<file path="src/rtl/hazard_ctrl_pkg.sv">
// Shared constants and FSM encoding for the issue-side hazard controller.
package hazard_ctrl_pkg;

  localparam int unsigned REG_AW     = 5;
  localparam int unsigned MULDIV_LAT = 4;
  localparam int unsigned CNT_W      = 4;

  typedef enum logic [1:0] {
    HC_IDLE = 2'b00,
    HC_BUSY = 2'b01,
    HC_DONE = 2'b10
  } hc_state_e;

endpackage

</file>
<file path="src/rtl/md_scoreboard.sv">
// One-deep mul/div scoreboard: tracks the in-flight op's destination, counts its latency
// and flags RAW/WAW/structural hazards against the instruction in ID.
module md_scoreboard
  import hazard_ctrl_pkg::*;
#(
  parameter int unsigned MulDivLat = 4,
  parameter int unsigned RegAw     = 5
) (
  input  logic             clk_i,
  input  logic             rst_ni,
  input  logic             issue_valid_i,
  input  logic [RegAw-1:0] rs1_addr_i,
  input  logic [RegAw-1:0] rs2_addr_i,
  input  logic             rs1_re_i,
  input  logic             rs2_re_i,
  input  logic [RegAw-1:0] rd_addr_i,
  input  logic             rd_we_i,
  input  logic             is_muldiv_i,
  input  logic             mem_busy_i,
  input  logic             issue_i,
  output logic             md_hazard_o,
  output logic             md_busy_o,
  output logic             md_done_o,
  output logic [RegAw-1:0] md_rd_addr_o
);

  hc_state_e        state_q, state_d;
  logic [CNT_W-1:0] cnt_q, cnt_d;
  logic [RegAw-1:0] md_rd_q, md_rd_d;
  logic             md_wr_q, md_wr_d;

  logic             raw;
  logic             waw;

  // Compare the ID instruction against the in-flight entry; only meaningful while BUSY.
  always_comb begin
    raw = 1'b0;
    waw = 1'b0;
    if (md_wr_q && (md_rd_q != '0)) begin
      raw = (rs1_re_i && (rs1_addr_i == md_rd_q)) || (rs2_re_i && (rs2_addr_i == md_rd_q));
    end
    waw = rd_we_i && (rd_addr_i == md_rd_q) && (md_rd_q != '0);
    md_hazard_o = issue_valid_i && (state_q == HC_BUSY) && (raw || waw || is_muldiv_i);
  end

  // Next-state: DONE behaves like IDLE for a new issue so back-to-back ops have no gap.
  always_comb begin
    state_d = state_q;
    cnt_d   = cnt_q;
    md_rd_d = md_rd_q;
    md_wr_d = md_wr_q;
    unique case (state_q)
      HC_IDLE: begin
        if (issue_i) begin
          state_d = HC_BUSY;
          cnt_d   = CNT_W'(MulDivLat - 1);
          md_rd_d = rd_addr_i;
          md_wr_d = rd_we_i && (rd_addr_i != '0);
        end
      end
      HC_BUSY: begin
        if (mem_busy_i) begin
          cnt_d = cnt_q;
        end else if (cnt_q != CNT_W'(1)) begin
          cnt_d = cnt_q - CNT_W'(1);
        end else begin
          state_d = HC_DONE;
        end
      end
      HC_DONE: begin
        if (issue_i) begin
          state_d = HC_BUSY;
          cnt_d   = CNT_W'(MulDivLat - 1);
          md_rd_d = rd_addr_i;
          md_wr_d = rd_we_i && (rd_addr_i != '0);
        end else begin
          state_d = HC_IDLE;
          cnt_d   = '0;
          md_rd_d = '0;
          md_wr_d = 1'b0;
        end
      end
      default: begin
        state_d = HC_IDLE;
        cnt_d   = '0;
        md_rd_d = '0;
        md_wr_d = 1'b0;
      end
    endcase
  end

  // State, counter and scoreboard entry registers.
  always_ff @(posedge clk_i or negedge rst_ni) begin
    if (!rst_ni) begin
      state_q <= HC_IDLE;
      cnt_q   <= '0;
      md_rd_q <= '0;
      md_wr_q <= 1'b0;
    end else begin
      state_q <= state_d;
      cnt_q   <= cnt_d;
      md_rd_q <= md_rd_d;
      md_wr_q <= md_wr_d;
    end
  end

  // Status outputs decode straight from registered state.
  always_comb begin
    md_busy_o    = (state_q == HC_BUSY);
    md_done_o    = (state_q == HC_DONE);
    md_rd_addr_o = '0;
    if ((state_q == HC_BUSY) || (state_q == HC_DONE)) begin
      md_rd_addr_o = md_rd_q;
    end
  end

endmodule

</file>
<file path="src/rtl/hazard_ctrl.sv">
// Issue-side hazard controller: detects load-use and mul/div hazards, freezes IF/ID and
// injects an EX bubble; a memory wait freezes the whole pipe without a bubble.
module hazard_ctrl
  import hazard_ctrl_pkg::*;
#(
  parameter int unsigned MULDIV_LAT = hazard_ctrl_pkg::MULDIV_LAT,
  parameter int unsigned REG_AW     = hazard_ctrl_pkg::REG_AW
) (
  input  logic              Clk,
  input  logic              Rst,
  input  logic              IssueValidIn,
  input  logic [REG_AW-1:0] Rs1AddrIdIn,
  input  logic [REG_AW-1:0] Rs2AddrIdIn,
  input  logic              Rs1ReadEnableIn,
  input  logic              Rs2ReadEnableIn,
  input  logic [REG_AW-1:0] RdAddrIdIn,
  input  logic              RdWriteEnableIdIn,
  input  logic              IsMulDivIdIn,
  input  logic [REG_AW-1:0] RdAddrExIn,
  input  logic              RdWriteEnableExIn,
  input  logic              MemReadExIn,
  input  logic              MemBusyIn,
  input  logic              FlushIn,
  output logic              StallIfOut,
  output logic              StallIdOut,
  output logic              BubbleExOut,
  output logic              MdBusyOut,
  output logic              MdDoneOut,
  output logic [REG_AW-1:0] MdRdAddrOut
);

  logic load_use;
  logic md_hazard;
  logic hazard;
  logic stall;
  logic issue;

  // Load-use detection and stall/bubble muxing; outputs are forced low while in reset.
  always_comb begin
    load_use = 1'b0;
    if (IssueValidIn && MemReadExIn && RdWriteEnableExIn && (RdAddrExIn != '0)) begin
      load_use = (Rs1ReadEnableIn && (Rs1AddrIdIn == RdAddrExIn)) ||
                 (Rs2ReadEnableIn && (Rs2AddrIdIn == RdAddrExIn));
    end
    hazard      = (load_use || md_hazard) && !FlushIn;
    stall       = hazard || MemBusyIn;
    issue       = IssueValidIn && IsMulDivIdIn && !stall && !FlushIn;
    StallIfOut  = Rst && stall;
    StallIdOut  = Rst && stall;
    BubbleExOut = Rst && hazard && !MemBusyIn;
  end

  md_scoreboard #(
    .MulDivLat(MULDIV_LAT),
    .RegAw    (REG_AW)
  ) u_md_scoreboard (
    .clk_i        (Clk),
    .rst_ni       (Rst),
    .issue_valid_i(IssueValidIn),
    .rs1_addr_i   (Rs1AddrIdIn),
    .rs2_addr_i   (Rs2AddrIdIn),
    .rs1_re_i     (Rs1ReadEnableIn),
    .rs2_re_i     (Rs2ReadEnableIn),
    .rd_addr_i    (RdAddrIdIn),
    .rd_we_i      (RdWriteEnableIdIn),
    .is_muldiv_i  (IsMulDivIdIn),
    .mem_busy_i   (MemBusyIn),
    .issue_i      (issue),
    .md_hazard_o  (md_hazard),
    .md_busy_o    (MdBusyOut),
    .md_done_o    (MdDoneOut),
    .md_rd_addr_o (MdRdAddrOut)
  );

endmodule

</file>
<file path="config.mk">
export PLATFORM = sky130hd
export DESIGN_NAME = hazard_ctrl
export DESIGN_NICKNAME = d
export VERILOG_FILES = /design/src/rtl/hazard_ctrl_pkg.sv /design/src/rtl/md_scoreboard.sv /design/src/rtl/hazard_ctrl.sv
export SDC_FILE = /design/constraint.sdc
export NUM_CORES = 1
export LEC_CHECK = 0
export CORE_MARGIN = 4
export CORE_UTILIZATION = 30
export CTS_BUF_LIST = sky130_fd_sc_hd__clkbuf_8
export CTS_CLUSTER_SIZE = 24
export DETAILED_ROUTE_END_ITERATION = 8
export PLACE_DENSITY = 0.62
export SLEW_MARGIN = 20
export SYNTH_ARGS = -nofsm -noshare
export SYNTH_HDL_FRONTEND = slang
export SYNTH_HIERARCHICAL = 1
export SYNTH_SLANG_ARGS = --single-unit
</file>
<file path="constraint.sdc">
create_clock -name Clk -period 5.9 [get_ports Clk]
set_clock_uncertainty 0.2 [all_clocks]
set_input_delay 1.18 -clock Clk [delete_from_list [all_inputs] [get_ports Clk]]
set_output_delay 1.18 -clock Clk [all_outputs]
set_load 0.02 [all_outputs]
</file>
=== Word level (Yosys, flattened, before mapping) ===
Index checks and enable logic that the tools add are counted.

* Bitwise operators: 1
* Equality and inequality tests: 12
* Reduce and logical (&&, ||, !) cells: 37
* $add $sub $neg: 1
* Multiplexer cells: 19

{| class="wikitable"
|+ Operators by type and width
! cell !! number
|-
| $eq A5 B5 Y1 || 5
|-
| $logic_and A1 B1 Y1 || 20
|-
| $mux W5 || 3
|-
| $pmux W5 S3 || 1
|-
| $reduce_bool A5 Y1 || 3
|-
| $mux W4 || 3
|-
| $pmux W4 S3 || 1
|-
| $mux W2 || 4
|-
| $logic_or A1 B1 Y1 || 7
|-
| $ne A2 B2 Y1 const B || 3
|-
| $pmux W2 S3 || 1
|-
| $reduce_and A3 Y1 || 2
|-
| $mux W1 || 5
|-
| $ne A4 B1 Y1 const B || 1
|-
| $sub A4 B1 Y4 const B || 1
|-
| $logic_not A1 Y1 || 3
|-
| $pmux W1 S3 || 1
|-
| $eq A2 B1 Y1 const B || 1
|-
| $eq A2 B2 Y1 const B || 1
|-
| $logic_not A2 Y1 || 1
|-
| $ne A2 B1 Y1 const B || 1
|-
| $reduce_and A2 Y1 || 1
|-
| $not A1 Y1 || 1
|}

* Register bits after elaboration: 12
* Logic and storage cells: 74
* Output and inout port bits: 10
* Bits of input ports: 31

=== Depth between registers and ports, before layout ===
Gate-level depths: netlist of run 1.

* Word-level depth: 15
* Depth in mapped cells: 14
* Mapped depth without buffers: 12

=== By module ===
Netlist of run 1, hierarchy kept.

{| class="wikitable"
|+ Modules (own cells, without submodules)
! module !! sequential area each (um^2) !! times used !! cells each !! area each (um^2)
|-
| md_scoreboard || 300.3 || 1 || 126 || 1079.8
|-
| hazard_ctrl || 0.0 || 1 || 29 || 216.5
|}

=== Worst setup path after synthesis of run 1 ===
Ideal clock, no wire load.

* Path kind: input -> output
* Start: input Rs1AddrIdIn[3]
* End: output StallIfOut
* Stages on the path: 8
* Path buffers: 1
* Required time: 4.520 ns
* Arrival time: 2.535 ns
* Slack: 1.985 ns
* Path through: xor2_1 nor4_2 a41oi_1 a21oi_1 nor2b_1 o21ai_0 o21ai_1 buf_4

* Cells in the longest elaborated chain, start to end: 11
* Elaborated cells on any way between the ends: 15
* Those cells by class: eq/ne: 2; mux: 2; reduce/logical: 11

{| class="wikitable"
|+ Ends and longest elaborated chain
! what !! RTL line !! text
|-
| from (decl) || hazard_ctrl.sv:12 || <nowiki>input logic [REG_AW-1:0] Rs1AddrIdIn,</nowiki>
|-
| $eq A5 B5 Y1 || md_scoreboard.sv:40 || <nowiki>raw = (rs1_re_i && (rs1_addr_i == md_rd_q)) || (rs2_re_i && (rs2_addr_i == md_rd_q));</nowiki>
|-
| $logic_and A1 B1 Y1 || md_scoreboard.sv:40 ||
|-
| $logic_or A1 B1 Y1 || md_scoreboard.sv:40 ||
|-
| $mux W1 || md_scoreboard.sv:39 || <nowiki>if (md_wr_q && (md_rd_q != '0)) begin</nowiki>
|-
| $logic_or A1 B1 Y1 (2 in a row) || md_scoreboard.sv:43 || <nowiki>md_hazard_o = issue_valid_i && (state_q == HC_BUSY) && (raw || waw || is_muldiv_i);</nowiki>
|-
| $logic_and A1 B1 Y1 || md_scoreboard.sv:43 ||
|-
| via md_hazard || hazard_ctrl.sv:33 || <nowiki>logic md_hazard;</nowiki>
|-
| $logic_or A1 B1 Y1 || hazard_ctrl.sv:45 || <nowiki>hazard = (load_use || md_hazard) && !FlushIn;</nowiki>
|-
| $logic_and A1 B1 Y1 || hazard_ctrl.sv:45 ||
|-
| $logic_or A1 B1 Y1 || hazard_ctrl.sv:46 || <nowiki>stall = hazard || MemBusyIn;</nowiki>
|-
| $logic_and A1 B1 Y1 || - ||
|-
| to (decl) || hazard_ctrl.sv:24 || <nowiki>output logic StallIfOut,</nowiki>
|}

The timed path passes the listed nets, and every way through them passes these cells.

=== Worst setup path after layout of run 1 ===
* Start: input RdAddrIdIn[3]
* End: output StallIdOut

* Cells in the longest elaborated chain, start to end: 10

{| class="wikitable"
|+ Ends and longest elaborated chain
! what !! RTL line !! text
|-
| from (decl) || hazard_ctrl.sv:16 || <nowiki>input logic [REG_AW-1:0] RdAddrIdIn,</nowiki>
|-
| $eq A5 B5 Y1 || md_scoreboard.sv:42 || <nowiki>waw = rd_we_i && (rd_addr_i == md_rd_q) && (md_rd_q != '0);</nowiki>
|-
| $logic_and A1 B1 Y1 (2 in a row) || md_scoreboard.sv:42 ||
|-
| $logic_or A1 B1 Y1 (2 in a row) || md_scoreboard.sv:43 ||
|-
| $logic_and A1 B1 Y1 || md_scoreboard.sv:43 ||
|-
| via md_hazard || hazard_ctrl.sv:33 ||
|-
| $logic_or A1 B1 Y1 || hazard_ctrl.sv:45 ||
|-
| $logic_and A1 B1 Y1 || hazard_ctrl.sv:45 ||
|-
| $logic_or A1 B1 Y1 || hazard_ctrl.sv:46 ||
|-
| $logic_and A1 B1 Y1 || hazard_ctrl.sv:49 || <nowiki>StallIdOut = Rst && stall;</nowiki>
|-
| to (decl) || hazard_ctrl.sv:25 || <nowiki>output logic StallIdOut,</nowiki>
|}

The timed path passes the listed nets, and every way through them passes these cells.

==> run summary, run 1 <==
worst hold slack - 0.3603 ns
grt ovf - 0
worst slew pin tran - 0.7149 ns
register area - 300.3 sq um
Max Slew Vio Count - 0
top-area cell type share of the netlist area - 0.2317
Avg Vias per Cell - 5.017
Die X - 73.73 um
Pre-Repair DR Iteration Count - 6
routability cong. - 0.8500
crit path kind - in -> out
Inserted Diodes - 0
antenna viol nets, final - 0
EDFF count, synth - 0
drt drc - 0
yosys warns - 6
sequential fraction of the synthesis area - 0.2317
crit start category - input port
layout cell share with drive strength beyond 1 - 0.06842
placed cell count - 236
Area growth, synth to finish - 34.36%
Die ar. - 5436 sq um
Synth Flop Type - dfrtp_1
clock share of power - 0.147
Synth cell types - 41
Power Density - 356.6 nW/um^2
Peak supply drop - 0.0001647 V
MaxCap Viol Count - 0
area of the multi-input gates - 855.8 sq um
Psw - 0.0002774 W
Comb pwr share - 0.573
fmax - 0.2045 GHz
CTS buffer count - 3
asr flop ratio synth - 1.000
initial antenna violation count - 0
Core Box Area - 4086 sq um
period utilisation layout - 0.8287
Worst Hold Class - reg -> reg
Synth top cells by count - inv_1 (16), xor2_1 (16), dfrtp_1 (12)
Post-Syn Nets - 192
setup violators final - 0
min cycle time layout - 4.889 ns
Port Buffers - 40
area leader, netlist - dfrtp_1
non-filler cells, final - 240
final hold violations - 0
WL final - 3460 um
DIE HEIGHT - 73.73 um
Static Leak - 0.7217 nW
Final HPWL DP - 2656 um
Syn Std Cell Area - 1296 sq um
cts hold-fix bufs - 0
Resized Gates After CTS - 0
first-pass GRT wire length - 5589 um
CP max FO - 4
starting density of the core - 0.3172
Setup crit end kind - output pin
WP data arrival - 3.51 ns
row cnt - 23
register share of total power - 0.280
Post-Syn Instances - 155
initial drt markers - 63
clock sink count - 12
CTS tree - done
Total Nets Final - 228
switching portion of total power - 0.4467
syn_area_per_cell - 8.363 sq um
Synth Register Bits - 12
largest net degree at the start of global routing - 19
CP required - 4.52 ns
Clock Root Buffer - clkbuf_8
Clock Path Buffers - 2
Power Internal - 0.0003436 W
routed via count - 1204
slew margin rel. - 0.5234
fill count - 420
clock slew at reported path FFs - 0.05 ns
H-tree depth - 1
Setup TNS Final - 0 ns
Avg WL per Cell - 14.42 um
# IOs - 41
RSZ-0062 raised after global routing - no
vias in the first global route - 1215
GRT Overall Usage - 0.1299
status - completed
Synth area leaders - dfrtp_1 (23%), xor2_1 (11%), xnor2_1 (6.1%)
clk_lat worst skew - 0.24 ns
Post-CTS Setup Bufs - 0
==> stage by stage <==
stage	total power, W	util	instance area (sq um)	setup WS, ns
3_3_place_gp	0.0005287	0.4127	1687	1.021
3_5_place_dp	0.0005321	0.4127	1687	1.029
6_report	0.0006211	0.4262	1742	1.011
2_1_floorplan	0.0004493	-	1296	1.985
4_1_cts	0.0006263	0.4262	1742	1.015
5_1_grt	0.0006741	0.4262	1742	0.8359
==> path summary, 6_finish.rpt <==
check                                           start                         end  slack [ns]  depth (start not counted)
hold reg to reg              u_md_scoreboard/cnt_q[1]    u_md_scoreboard/cnt_q[3]        0.36                          3
max in group asynchronous                         Rst    u_md_scoreboard/cnt_q[1]        4.27                          2
setup reg to reg           u_md_scoreboard/state_q[1]  u_md_scoreboard/md_rd_q[0]        2.69                         10
hold / removal               u_md_scoreboard/cnt_q[1]    u_md_scoreboard/cnt_q[3]        0.36                          3
setup / recovery                        RdAddrIdIn[3]                  StallIdOut        1.01                          9
min in group asynchronous                         Rst  u_md_scoreboard/md_rd_q[2]        1.05                          2
==> critical path: stages <==
cell and delay, ns:
clkdlybuf4s50_1 0.47, xor2_1 0.18, nor4_1 0.34, a31oi_1 0.14, a21oi_1 0.22, nor2b_1 0.15, o21ai_0 0.08, o21ai_1 0.12
clkdlybuf4s50_1 0.63
==> layout make-up <==
type | instances | area share
clock buffers | 4 | 0.03161
repair buffers | 41 | 0.2342
inverters | 16 | 0.03448
flip-flops and latches | 12 | 0.1724
well taps | 50 | 0.03592
multi-input cells | 117 | 0.4914
==> cell families after synthesis <==
group                    share of synthesized area
adder cells (fa/ha/maj)                    0.05791
XOR/XNOR                                    0.1689
AO/OA/AOI/OAI                               0.1911
multiplexers                              0.007722
buffers and inverters                       0.1081
flip-flops                                  0.2317
AND/OR/NAND/NOR                             0.2346
==> flip-flops by register name (all words and copies together) (netlist names) <==
register	count
u_md_scoreboard/state_q	2
u_md_scoreboard/cnt_q	4
u_md_scoreboard/md_rd_q	5
u_md_scoreboard/md_wr_q	1
==> power by group through the flow <==
stage	Combinational [W]	Clock (W)	Sequential, W
4_1_cts	0.000360	0.0000927	0.000174
2_1_floorplan	0.000316	0	0.000134
3_3_place_gp	0.000353	0	0.000175
5_1_grt	0.000399	0.0000952	0.000180
6_report	0.000356	0.0000911	0.000174
3_5_place_dp	0.000357	0	0.000175
==> layer usage <==
metal,GRT usage,wire [um],vias up
met5,0,0,-
met4,0.04225,42,0
met3,0.01915,228,4
met2,0.2136,1589,37
met1,0.1731,1600,549
li1,-,-,614
==> layout by cell type (no fill, tap or decap), types with 3 or more instances in the layout <==
master	count
ha_1	6
o21ai_0	9
inv_1	16
xor2_1	16
xnor2_1	9
nor4_2	3
a222oi_1	5
dfrtp_1	12
nand3_1	5
clkbuf_8	4
nor2_1	10
and2_1	5
a21oi_1	6
clkdlybuf4s50_1	40
nand2_1	6
o22ai_1	6
Power figures use the tool's default switching activity.
==> inputs of run 2 (changes only) <==
clock period = 4.8 ns   (was 5.9 ns; I/O delays follow)
==> run summary, run 2 (synthesis gave the netlist of run 1 again) <==
biggest regs - u_md_scoreboard/md_rd_q: 5 flops, u_md_scoreboard/cnt_q: 4 flops, u_md_scoreboard/state_q: 2 flops (unchanged)
Core Box Area - 4086 sq um (unchanged)
Avg WL per Cell - 14.35 um (was 14.42 um)
CTS tree - done (unchanged)
starting density of the core - 0.3172 (unchanged)
layout cell share with drive strength beyond 1 - 0.06842 (unchanged)
largest net degree at the start of global routing - 19 (unchanged)
vias in the first global route - 1199 (was 1215)
clock slew at reported path FFs - 0.06 ns (was 0.05 ns)
WP data arrival - 3.32 ns (was 3.51 ns)
Max Slew Vio Count - 0 (unchanged)
GRT Overall Usage - 0.1290 (was 0.1299)
Static Leak - 0.7217 nW (unchanged)
fmax - 0.2230 GHz
period utilisation layout - 0.9342
Power Total - 0.0007670 W (was 0.0006211 W)
routability cong. - 0.8243 (was 0.8500)
antenna viol nets, final - 0 (unchanged)
CP required - 3.64 ns (was 4.52 ns)
cts hold-fix bufs - 0 (unchanged)
Inserted Diodes - 0 (unchanged)
Post-CTS Setup Bufs - 0 (unchanged)
RSZ-0062 raised after global routing - no (unchanged)
final hold violations - 0 (unchanged)
worst slew pin tran - 0.6694 ns (was 0.7149 ns)
Clock Path Buffers - 2 (unchanged)
most frequent cells in the layout - clkdlybuf4s50_1 (40), xor2_1 (16), inv_1 (16) (unchanged)
Worst Setup EP - StallIfOut (was StallIdOut)
Resized Gates After CTS - 0 (unchanged)
RR Startpoint - u_md_scoreboard/state_q[1] (unchanged)
Setup TNS Final - 0 ns (unchanged)
Pre-Repair DR Iteration Count - 5 (was 6)
min cycle time layout - 4.484 ns
max FFs per register - 5 (unchanged)
CP max FO - 4 (unchanged)
worst hold slack - 0.3610 ns (was 0.3603 ns)
H-tree depth - 1 (unchanged)
initial drt markers - 27 (was 63)
fill count - 422 (was 420)
Setup crit start - RdAddrIdIn[3] (unchanged)
CTS buffer count - 3 (unchanged)
clock sink count - 12 (unchanged)
grt ovf - 0 (unchanged)
FF-to-FF setup slack - 1.62 ns (was 2.69 ns)
Clock Root Buffer - clkbuf_8 (unchanged)
drt drc - 0 (unchanged)
Port Buffers - 40 (unchanged)
crit path kind - in -> out (unchanged)
Power Density - 440.4 nW/um^2 (was 356.6 nW/um^2)
Biggest register - u_md_scoreboard/md_rd_q (unchanged)
crit start category - input port (unchanged)
DIE HEIGHT - 73.73 um (unchanged)
MaxCap Viol Count - 0 (unchanged)
# IOs - 41 (unchanged)
Setup crit end kind - output pin (unchanged)
initial antenna violation count - 0 (unchanged)
slew margin rel. - 0.5537 (was 0.5234)
Total Nets Final - 228 (unchanged)
Worst R2R Path Depth - 10 (unchanged)
status - completed (unchanged)
Area growth, synth to finish - 34.36% (unchanged)
Die X - 73.73 um (unchanged)
commonest non-fill, non-tap cell in the layout - clkdlybuf4s50_1 (unchanged)
Final HPWL DP - 2609 um (was 2656 um)
Die ar. - 5436 sq um (unchanged)
setup violators final - 0 (unchanged)
Avg Vias per Cell - 5.100 (was 5.017)
WL final - 3443 um (was 3460 um)
routed via count - 1224 (was 1204)
Peak supply drop - 0.0001711 V (was 0.0001647 V)
row cnt - 23 (unchanged)
Worst Hold Class - reg -> reg (unchanged)
FF-to-FF End - u_md_scoreboard/md_rd_q[2] (was u_md_scoreboard/md_rd_q[0])
first-pass GRT wire length - 5540 um (was 5589 um)
clk_lat worst skew - 0.24 ns (about the same)
[run 2: how the worst min path moves through the flow]
stage	startpoint	slack, ns	cells past startpoint	to
5_1_grt	u_md_scoreboard/md_wr_q	0.39	2	u_md_scoreboard/md_wr_q
6_report	u_md_scoreboard/cnt_q[1]	0.36	3	u_md_scoreboard/cnt_q[3]
2_1_floorplan	u_md_scoreboard/md_wr_q	0.29	2	u_md_scoreboard/md_wr_q
4_1_cts	u_md_scoreboard/cnt_q[1]	0.37	3	u_md_scoreboard/cnt_q[3]
3_5_place_dp	u_md_scoreboard/state_q[1]	0.35	2	u_md_scoreboard/state_q[1]
3_3_place_gp	u_md_scoreboard/cnt_q[1]	0.35	3	u_md_scoreboard/cnt_q[3]
[run 2: where the power goes]
| group | total (W) | internal (W) | switching [W] |
|---|---|---|---|
| sequential | 0.000214 | 0.000143 | 0.0000708 |
| clock | 0.000115 | 0.0000726 | 0.0000426 |
| combinational | 0.000438 | 0.000207 | 0.000231 |
| total | 0.000767 | 0.000423 | 0.000344 |
[run 2: worst max-delay path: stages]
cell	delay (ns)
clkdlybuf4s50_1	0.47
xor2_1	0.19
nor4_1	0.36
a31oi_1	0.14
a21oi_1	0.23
nor2b_1	0.15
o21ai_0	0.07
o21ai_1	0.12
clkdlybuf4s50_1	0.63
[run 2: final cells by class]
class	instances	area, sq um	area share
clock buffers	4	55.05	0.03161
inverters	16	60.06	0.03448
multi-input cells	117	855.8	0.4914
flip-flops and latches	12	300.3	0.1724
well taps	50	62.56	0.03592
repair buffers	41	407.9	0.2342
[run 2: metrics by stage]
| step | utilization | instances | worst slack (ns) | cell area (sq um) |
|---|---|---|---|---|
| 2_1_floorplan | - | 155 | 1.325 | 1296 |
| 3_3_place_gp | 0.4127 | 236 | 0.3568 | 1687 |
| 3_5_place_dp | 0.4127 | 236 | 0.3376 | 1687 |
| 4_1_cts | 0.4262 | 240 | 0.3023 | 1742 |
| 5_1_grt | 0.4262 | 240 | 0.1864 | 1742 |
| 6_report | 0.4262 | 240 | 0.3157 | 1742 |
[run 2: metal layers]
metal / track usage / share of wire / routed length, um / vias to the layer above
li1: - / - / - / 615
met1: 0.1737 / 0.46 / 1595 / 559
met2: 0.2047 / 0.45 / 1566 / 46
met3: 0.02599 / 0.069 / 238 / 4
met4: 0.04225 / 0.012 / 42 / 0
met5: 0 / 0 / 0 / -
==> inputs of run 3 (changes only) <==
SLEW_MARGIN = not set   (was 20)
==> results of run 3 <==
Final layout, timing and power as in run 2 (identical DEF).
